**src/rtl/i2c_master_regs.sv**
```systemverilog
// -----------------------------------------------------------------------------
// i2c_master_regs
//
// Host-side control/status register file for an I2C master. It sits between a
// simple synchronous system bus and the I2C byte/bit controller core. It holds
// the prescale, control, transmit and command registers, returns status, drives
// the core's command and configuration signals, and raises an interrupt request.
//
// Register map (8-bit registers):
//   0 PRER  R/W  clock prescale
//   1 CTR   R/W  bit7 EN (core enable), bit6 IEN (interrupt enable)
//   2 TXR   R/W  byte to transmit
//   3 RXR   RO   byte received (Rx_data)
//   4 CR    R/W  bit7 STA, 6 STO, 5 RD, 4 WR, 3 ACK, 2 AL_ACK, 1 rsvd, 0 IACK
//   5 SR    RO   bit7 RxACK, 6 BUSY, 5 AL, 1 TIP, 0 IF
//   6-7          read as 0, writes ignored
//
// Ports:
//   Clk, Rst_n          clock and asynchronous active-low reset
//   Addr, DataIn, Wr    system bus write side
//   DataOut             registered read data (one-cycle latency)
//   Int                 registered interrupt request (IF & IEN)
//   Start/Stop/Read/Write/Tx_ack   command bits to the core (CR mirror)
//   Tx_data, Prescale, I2C_en      configuration to the core
//   Rx_ack, Rx_data, I2C_busy      status from the core
//   I2C_done, I2C_al               one-cycle completion / arbitration-lost pulses
// -----------------------------------------------------------------------------
module i2c_master_regs #(
    parameter int DWIDTH = 8,
    parameter int AWIDTH = 3
) (
    input  logic              Clk,
    input  logic              Rst_n,
    input  logic [AWIDTH-1:0] Addr,
    input  logic [DWIDTH-1:0] DataIn,
    output logic [DWIDTH-1:0] DataOut,
    input  logic              Wr,
    output logic              Int,
    output logic              Start,
    output logic              Stop,
    output logic              Read,
    output logic              Write,
    output logic              Tx_ack,
    input  logic              Rx_ack,
    input  logic [7:0]        Rx_data,
    output logic [7:0]        Tx_data,
    output logic [7:0]        Prescale,
    input  logic              I2C_busy,
    input  logic              I2C_done,
    output logic              I2C_en,
    input  logic              I2C_al
);

    localparam logic [AWIDTH-1:0] ADDR_PRER = AWIDTH'(0);
    localparam logic [AWIDTH-1:0] ADDR_CTR  = AWIDTH'(1);
    localparam logic [AWIDTH-1:0] ADDR_TXR  = AWIDTH'(2);
    localparam logic [AWIDTH-1:0] ADDR_RXR  = AWIDTH'(3);
    localparam logic [AWIDTH-1:0] ADDR_CR   = AWIDTH'(4);
    localparam logic [AWIDTH-1:0] ADDR_SR   = AWIDTH'(5);

    logic [7:0] prer_reg, prer_next;
    logic [7:0] ctr_reg,  ctr_next;
    logic [7:0] txr_reg,  txr_next;
    logic [7:0] cr_reg,   cr_next;
    logic       al_reg,   al_next;
    logic       if_reg,   if_next;
    logic       int_reg,  int_next;
    logic [DWIDTH-1:0] data_out_reg, data_out_next;

    logic [7:0] wdata;
    logic       cr_write;
    logic       tip;
    logic [7:0] sr_value;
    logic [7:0] rd_data;

    assign wdata    = DataIn[7:0];
    // Command writes are only accepted while the core is enabled.
    assign cr_write = Wr && (Addr == ADDR_CR) && ctr_reg[7];
    assign tip      = cr_reg[5] | cr_reg[4];
    assign sr_value = {Rx_ack, I2C_busy, al_reg, 3'b000, tip, if_reg};

    // Read mux. The acknowledge strobes (AL_ACK, IACK) and the reserved bit
    // are never visible on a CR read.
    always_comb begin
        rd_data = 8'h00;
        case (Addr)
            ADDR_PRER: rd_data = prer_reg;
            ADDR_CTR:  rd_data = ctr_reg;
            ADDR_TXR:  rd_data = txr_reg;
            ADDR_RXR:  rd_data = Rx_data;
            ADDR_CR:   rd_data = {cr_reg[7:3], 3'b000};
            ADDR_SR:   rd_data = sr_value;
            default:   rd_data = 8'h00;
        endcase
    end

    always_comb begin
        prer_next     = prer_reg;
        ctr_next      = ctr_reg;
        txr_next      = txr_reg;
        cr_next       = cr_reg;
        al_next       = al_reg;
        if_next       = if_reg;
        int_next      = if_reg & ctr_reg[6];
        data_out_next = DWIDTH'(rd_data);

        if (Wr && (Addr == ADDR_PRER)) prer_next = wdata;
        if (Wr && (Addr == ADDR_CTR))  ctr_next  = wdata;
        if (Wr && (Addr == ADDR_TXR))  txr_next  = wdata;

        // A host write to CR wins over the core's auto-clear on the same edge.
        // Otherwise the transfer command bits drop when the core finishes or
        // loses arbitration; ACK is sticky and the acknowledge strobes last
        // exactly one cycle.
        if (cr_write) begin
            cr_next = {wdata[7:2], 1'b0, wdata[0]};
        end else begin
            if (I2C_done || I2C_al) cr_next[7:4] = 4'b0000;
            cr_next[2] = 1'b0;
            cr_next[1] = 1'b0;
            cr_next[0] = 1'b0;
        end

        // Flag set wins over acknowledge so an event arriving while the host
        // acknowledges the previous one is not lost.
        if (I2C_done || I2C_al) if_next = 1'b1;
        else if (cr_reg[0])     if_next = 1'b0;

        if (I2C_al)         al_next = 1'b1;
        else if (cr_reg[2]) al_next = 1'b0;
    end

    always_ff @(posedge Clk or negedge Rst_n) begin
        if (!Rst_n) begin
            prer_reg     <= 8'hFF;
            ctr_reg      <= 8'h00;
            txr_reg      <= 8'h00;
            cr_reg       <= 8'h00;
            al_reg       <= 1'b0;
            if_reg       <= 1'b0;
            int_reg      <= 1'b0;
            data_out_reg <= '0;
        end else begin
            prer_reg     <= prer_next;
            ctr_reg      <= ctr_next;
            txr_reg      <= txr_next;
            cr_reg       <= cr_next;
            al_reg       <= al_next;
            if_reg       <= if_next;
            int_reg      <= int_next;
            data_out_reg <= data_out_next;
        end
    end

    assign DataOut  = data_out_reg;
    assign Int      = int_reg;
    assign Start    = cr_reg[7];
    assign Stop     = cr_reg[6];
    assign Read     = cr_reg[5];
    assign Write    = cr_reg[4];
    assign Tx_ack   = cr_reg[3];
    assign I2C_en   = ctr_reg[7];
    assign Prescale = prer_reg;
    assign Tx_data  = txr_reg;

endmodule

```
**config.mk**
```make
export PLATFORM = sky130hd
export DESIGN_NAME = i2c_master_regs
export DESIGN_NICKNAME = d
export VERILOG_FILES = /design/src/rtl/i2c_master_regs.sv
export SDC_FILE = /design/constraint.sdc
export NUM_CORES = 1
export LEC_CHECK = 0
export BUFFER_PORTS_ARGS = -buffer_cell sky130_fd_sc_hd__clkbuf_2
export CORE_ASPECT_RATIO = 0.9
export CORE_MARGIN = 5
export CORE_UTILIZATION = 50
export CTS_CLUSTER_DIAMETER = 120
export DETAILED_ROUTE_END_ITERATION = 12
export HOLD_SLACK_MARGIN = 0.1
export PLACE_DENSITY = 0.77
export SETUP_SLACK_MARGIN = 0.2
export SLEW_MARGIN = 20
export SYNTH_ARGS = -nofsm -noshare
export SYNTH_HDL_FRONTEND = slang
export SYNTH_SLANG_ARGS = --single-unit
```
**constraint.sdc**
```tcl
create_clock -name Clk -period 1.6 [get_ports Clk]
set_input_delay 0.24 -clock Clk [delete_from_list [all_inputs] [get_ports Clk]]
set_output_delay 0.24 -clock Clk [all_outputs]
set_load 0.05 [all_outputs]
```
# ---- Word level (Yosys, flattened, before mapping)
# Index checks and enable logic that the tools add are counted.
dict set report classes {
  n_shift 0
  magnitude_cmp 0
  n_div 0
  eq_ne 5
  mul 0
  bitwise_logic 2
  n_mux 8
  n_addsub 0
  reduce_logical 10
}
# operator n
set op_table {}
lappend op_table {{case mux 8 bit (6 select lines)} 1}
lappend op_table {{two-way mux 4 bit} 2}
lappend op_table {{equality test 3 x 2 -> 1 bit, second input constant} 2}
lappend op_table {{equality test 3 bit, second input constant} 2}
lappend op_table {{nonzero test 2 bit} 3}
lappend op_table {{logical AND 1 bit} 5}
lappend op_table {{two-way mux 1 bit} 4}
lappend op_table {{equality test 3 x 1 -> 1 bit, second input constant} 1}
lappend op_table {{zero test 3 bit} 1}
lappend op_table {{two-way mux 3 bit} 1}
lappend op_table {{AND 1 bit} 1}
lappend op_table {{logical OR 1 bit} 1}
lappend op_table {{bitwise OR 1 bit} 1}
dict set report totals {
  latchBits 0
  n_memories 0
  word_cells 35
  inputBits 26
  register_bits 43
  romBits 0
  ram_bits 0
}

# ---- Logic depth before layout (Yosys ltp)
dict set report logic_depth {
  depth_word 4
  ltp_mapped 5
  ltp_nobuf 3
}

# ---- Worst setup path after synthesis
# No wires, ideal clock.
dict set report synth_timing {
  path_type {register to register}
  startpoint {register ctr_reg[7]}
  endpoint {register cr_reg[3]}
  arrival_ps 1258
  setup_time_ps 125
  setup_slack_ps 217
  path_buffers 0
  stages_incl_launch_ff 3
  path_cell_list {dfrtp_1 -> nand4_4 -> mux2_4}
}
dict set report synth_via {
  elab_chain_cells 1
}
# item line
set synth_rtl {}
lappend synth_rtl {{from (decl)} 62} ;# logic [7:0] ctr_reg, ctr_next;
lappend synth_rtl {{from (signal assigned)} 145} ;# ctr_reg <= ctr_next;
lappend synth_rtl {{logical AND 1 bit} 78} ;# assign cr_write = Wr && (Addr == ADDR_CR) && ctr_reg[7];
lappend synth_rtl {{to (signal assigned)} 147} ;# cr_reg <= cr_next;
lappend synth_rtl {{to (decl)} 64} ;# logic [7:0] cr_reg, cr_next;
# No other way between the ends.
# A chain may end at the register's enable or synchronous reset.

# ---- Worst setup path after layout
dict set report layout_timing {
  startpoint {register prer_reg[4], in the netlist Prescale[4]}
  endpoint {output port Prescale[4]}
}
# item line
set layout_rtl {}
lappend layout_rtl {{from (decl)} 61} ;# logic [7:0] prer_reg, prer_next;
lappend layout_rtl {{from (signal assigned)} 144} ;# prer_reg <= prer_next;
lappend layout_rtl {{to (decl)} 47} ;# output logic [7:0] Prescale,
# No word-level cell between the ends.

==> qor.txt <==
status: completed
Seq pwr share: 42.2%
post-synthesis sequential area ratio: 53.6%
initial drt markers: 81
Core Area: 0.00378 mm²
die area: 0.00532 mm²
placed inst area: 0.00235 mm²
# nets final: 237
die width: 76.3 µm
synth warn: 0
total negative slack: 0 ns
cell with the most instances after synthesis: dfrtp_1
switch share: 36.4%
crit path cell chain: clkbuf_2
depth of the CTS H-tree: 2
Synth Flop Type: dfrtp_1
P_sw: 0.00120 W
CTS clk-pin slew, worst paths: 0.08 ns
Layout Skew: 0.00354 ns
Clk Latency, worst-skew pair: 0.29 ns
asr flop ratio synth: 100%
CP Class: flip-flop to primary output
dpl hpwl: 3490 µm
Top delay family on crit path: flip-flops
combinational group share of total power: 32.8%
critical-path maximum fanout: 3
n_diodes: 0
clk sink count: 42
CTS tree: yes
fin crit share: 84.6%
first-pass GRT wire length: 7680 µm
Port Buf Inserts: 56
P_leak: 1.23 nW
DRC Markers: 0
Via-to-Cell Ratio: 5.33
final worst slack: 0.247 ns
power consumption: 0.00330 W
CP Capture Point: Prescale[4]
Syn Area/Cell: 13.8 µm²
TritonCTS Buffers: 5
Post-synth top cells: dfrtp_1, mux2_2, inv_1, mux2_4, dfstp_2
Max Buffers Root-to-Sink: 2
Initial Util: 52.3%
cell row count: 21
max cap viols: 0
GRT Total Usage: 18.5%
Critical Path Start: Prescale[4]
vias post-DR: 1374
Max Slew Vio Count: 0
Layout area overhead: 24.5%
Synth Instances: 143
slowest cell on the critical path: dfstp_2
VDD IR max: 0.000685 V
crit path DAT: 1.11 ns
number of synthesized flops with an enable pin: 0
pre-CTS setup slack: 0.196 ns
Boundary Pins: 57
Worst R2R End: cr_reg[3]
RSZ-0062 raised after global routing: no
Worst Hold Class: primary input to flip-flop
Worst slew margin: 65.3%
synthesized net count: 169
R2R cell count: 2
share of cells above drive strength 1: 57.5%
initial antenna violation count: 0
CP peak stage delay: 0.55 ns
hold path cells: 2
Routability Congestion: 0.821
Slew @ Worst Pin: 0.520 ns
Buf/Inv on CP: 1
pin count of the biggest net entering global routing: 25
area share of the largest cell type after synthesis: 43.0%
Hold Crit Start: I2C_al
Cell Area, Synth: 0.00198 mm²
WP depth: 1
First-pass DRT Iterations: 4
Final Setup Violations: 0
root buf cell: clkbuf_8
Int Pwr: 0.00210 W
crit path time final: 1.35 ns
Startpoint Class: flip-flop
worst r2r src: ctr_reg[7]
GR Overflow Total: 0
crit end category: primary output
final instance area: 0.00246 mm²
Worst EP required: 1.36 ns
Clock Power Share: 25.0%
Synth area leader: dfrtp_1
vias in the first global route: 1521
Final Hold Vio Count: 0
wire per inst: 17.7 µm
Fmax achieved: 739 MHz
Post-DRT Antenna Nets: 0
Synth area leaders: dfrtp_1, mux2_2, dfstp_2, mux2_4, mux2i_1
Post-Route WL: 4570 µm
flops & latches, synth: 42
Die H: 69.7 µm
pwr/cell area: 1340 mW/mm²
synth unique cells: 32
flop2flop setup slack: 0.48 ns
==> through the flow <==
step / std cells / util [%] / hold slack (ns)
6_report: 258 / 65.1 / 0.158
5_1_grt: 258 / 65.1 / 0.150
4_1_cts: 258 / 65.1 / 0.149
3_5_place_dp: 249 / 62.0 / 0.239
3_3_place_gp: 249 / 62.0 / 0.221
2_1_floorplan: 143 / - / -0.0556
==> worst min path at each step <==
stage	end	slack, ns
after floorplan	DataOut[0]	-0.06
after global placement	DataOut[2]	0.22
final	al_reg	0.16
after detailed placement	DataOut[2]	0.24
after CTS	al_reg	0.15
after global routing	al_reg	0.15
==> cell type report <==
| cell class | instances | area, µm² |
|---|---|---|
| inverter | 10 | 37.5 |
| clock inverter | 1 | 30.0 |
| sequential | 42 | 1060 |
| fill | 319 | 1320 |
| multi-input combinational | 84 | 815 |
| clock buffer | 7 | 76.3 |
| tap | 46 | 57.6 |
| timing repair buffer | 68 | 385 |
==> power by group through the flow <==
stage	combinational [W]	clock [W]	sequential, W
CTS	0.00110	0.000843	0.00140
global route	0.00114	0.000891	0.00142
floorplan	0.000327	0	0.00189
finish	0.00108	0.000827	0.00139
detailed placement	0.00109	0	0.00142
global placement	0.00107	0	0.00140
==> cells by family (layout without fill, tap and decap cells) <==
logic type | Yosys count | count (layout) | synth area share, %
AO/OA/AOI/OAI | 16 | 16 | 5.31
flip-flops | 42 | 42 | 53.6
buffers and inverters | 17 | 86 | 5.19
multiplexers | 42 | 42 | 26.9
AND/OR/NAND/NOR | 26 | 26 | 8.98
==> layout by cell type, fill, tap and decap left out, types with 2 or more instances in the layout <==
| cell | count |
|---|---|
| dfrtp_1 | 34 |
| mux4_2 | 3 |
| a22oi_1 | 3 |
| buf_4 | 10 |
| nor2_1 | 4 |
| mux2_2 | 23 |
| dfstp_2 | 8 |
| nand2_1 | 5 |
| o22ai_1 | 3 |
| clkbuf_8 | 5 |
| mux2_4 | 9 |
| mux2i_1 | 7 |
| nor2_2 | 2 |
| a21oi_1 | 3 |
| nand3_1 | 2 |
| clkbuf_2 | 55 |
| o21ai_0 | 3 |
| nor3b_1 | 4 |
| clkbuf_1 | 2 |
| inv_1 | 10 |
==> per-layer routing <==
layer | GRT usage [%] | share of wire, %
met1 | 23.4 | 45
met2 | 29.1 | 47
met3 | 6.62 | 7.1
met4 | 6.99 | 1.6
met5 | 0 | 0
==> repair_timing <==
action	4_1_cts	5_1_grt
hold buffers	1	0
setup buffers	0	0
endpoints found under the setup margin	0	1
resized for setup	0	1
endpoints found under the hold margin	13	0
Power figures use the tool's default switching activity.
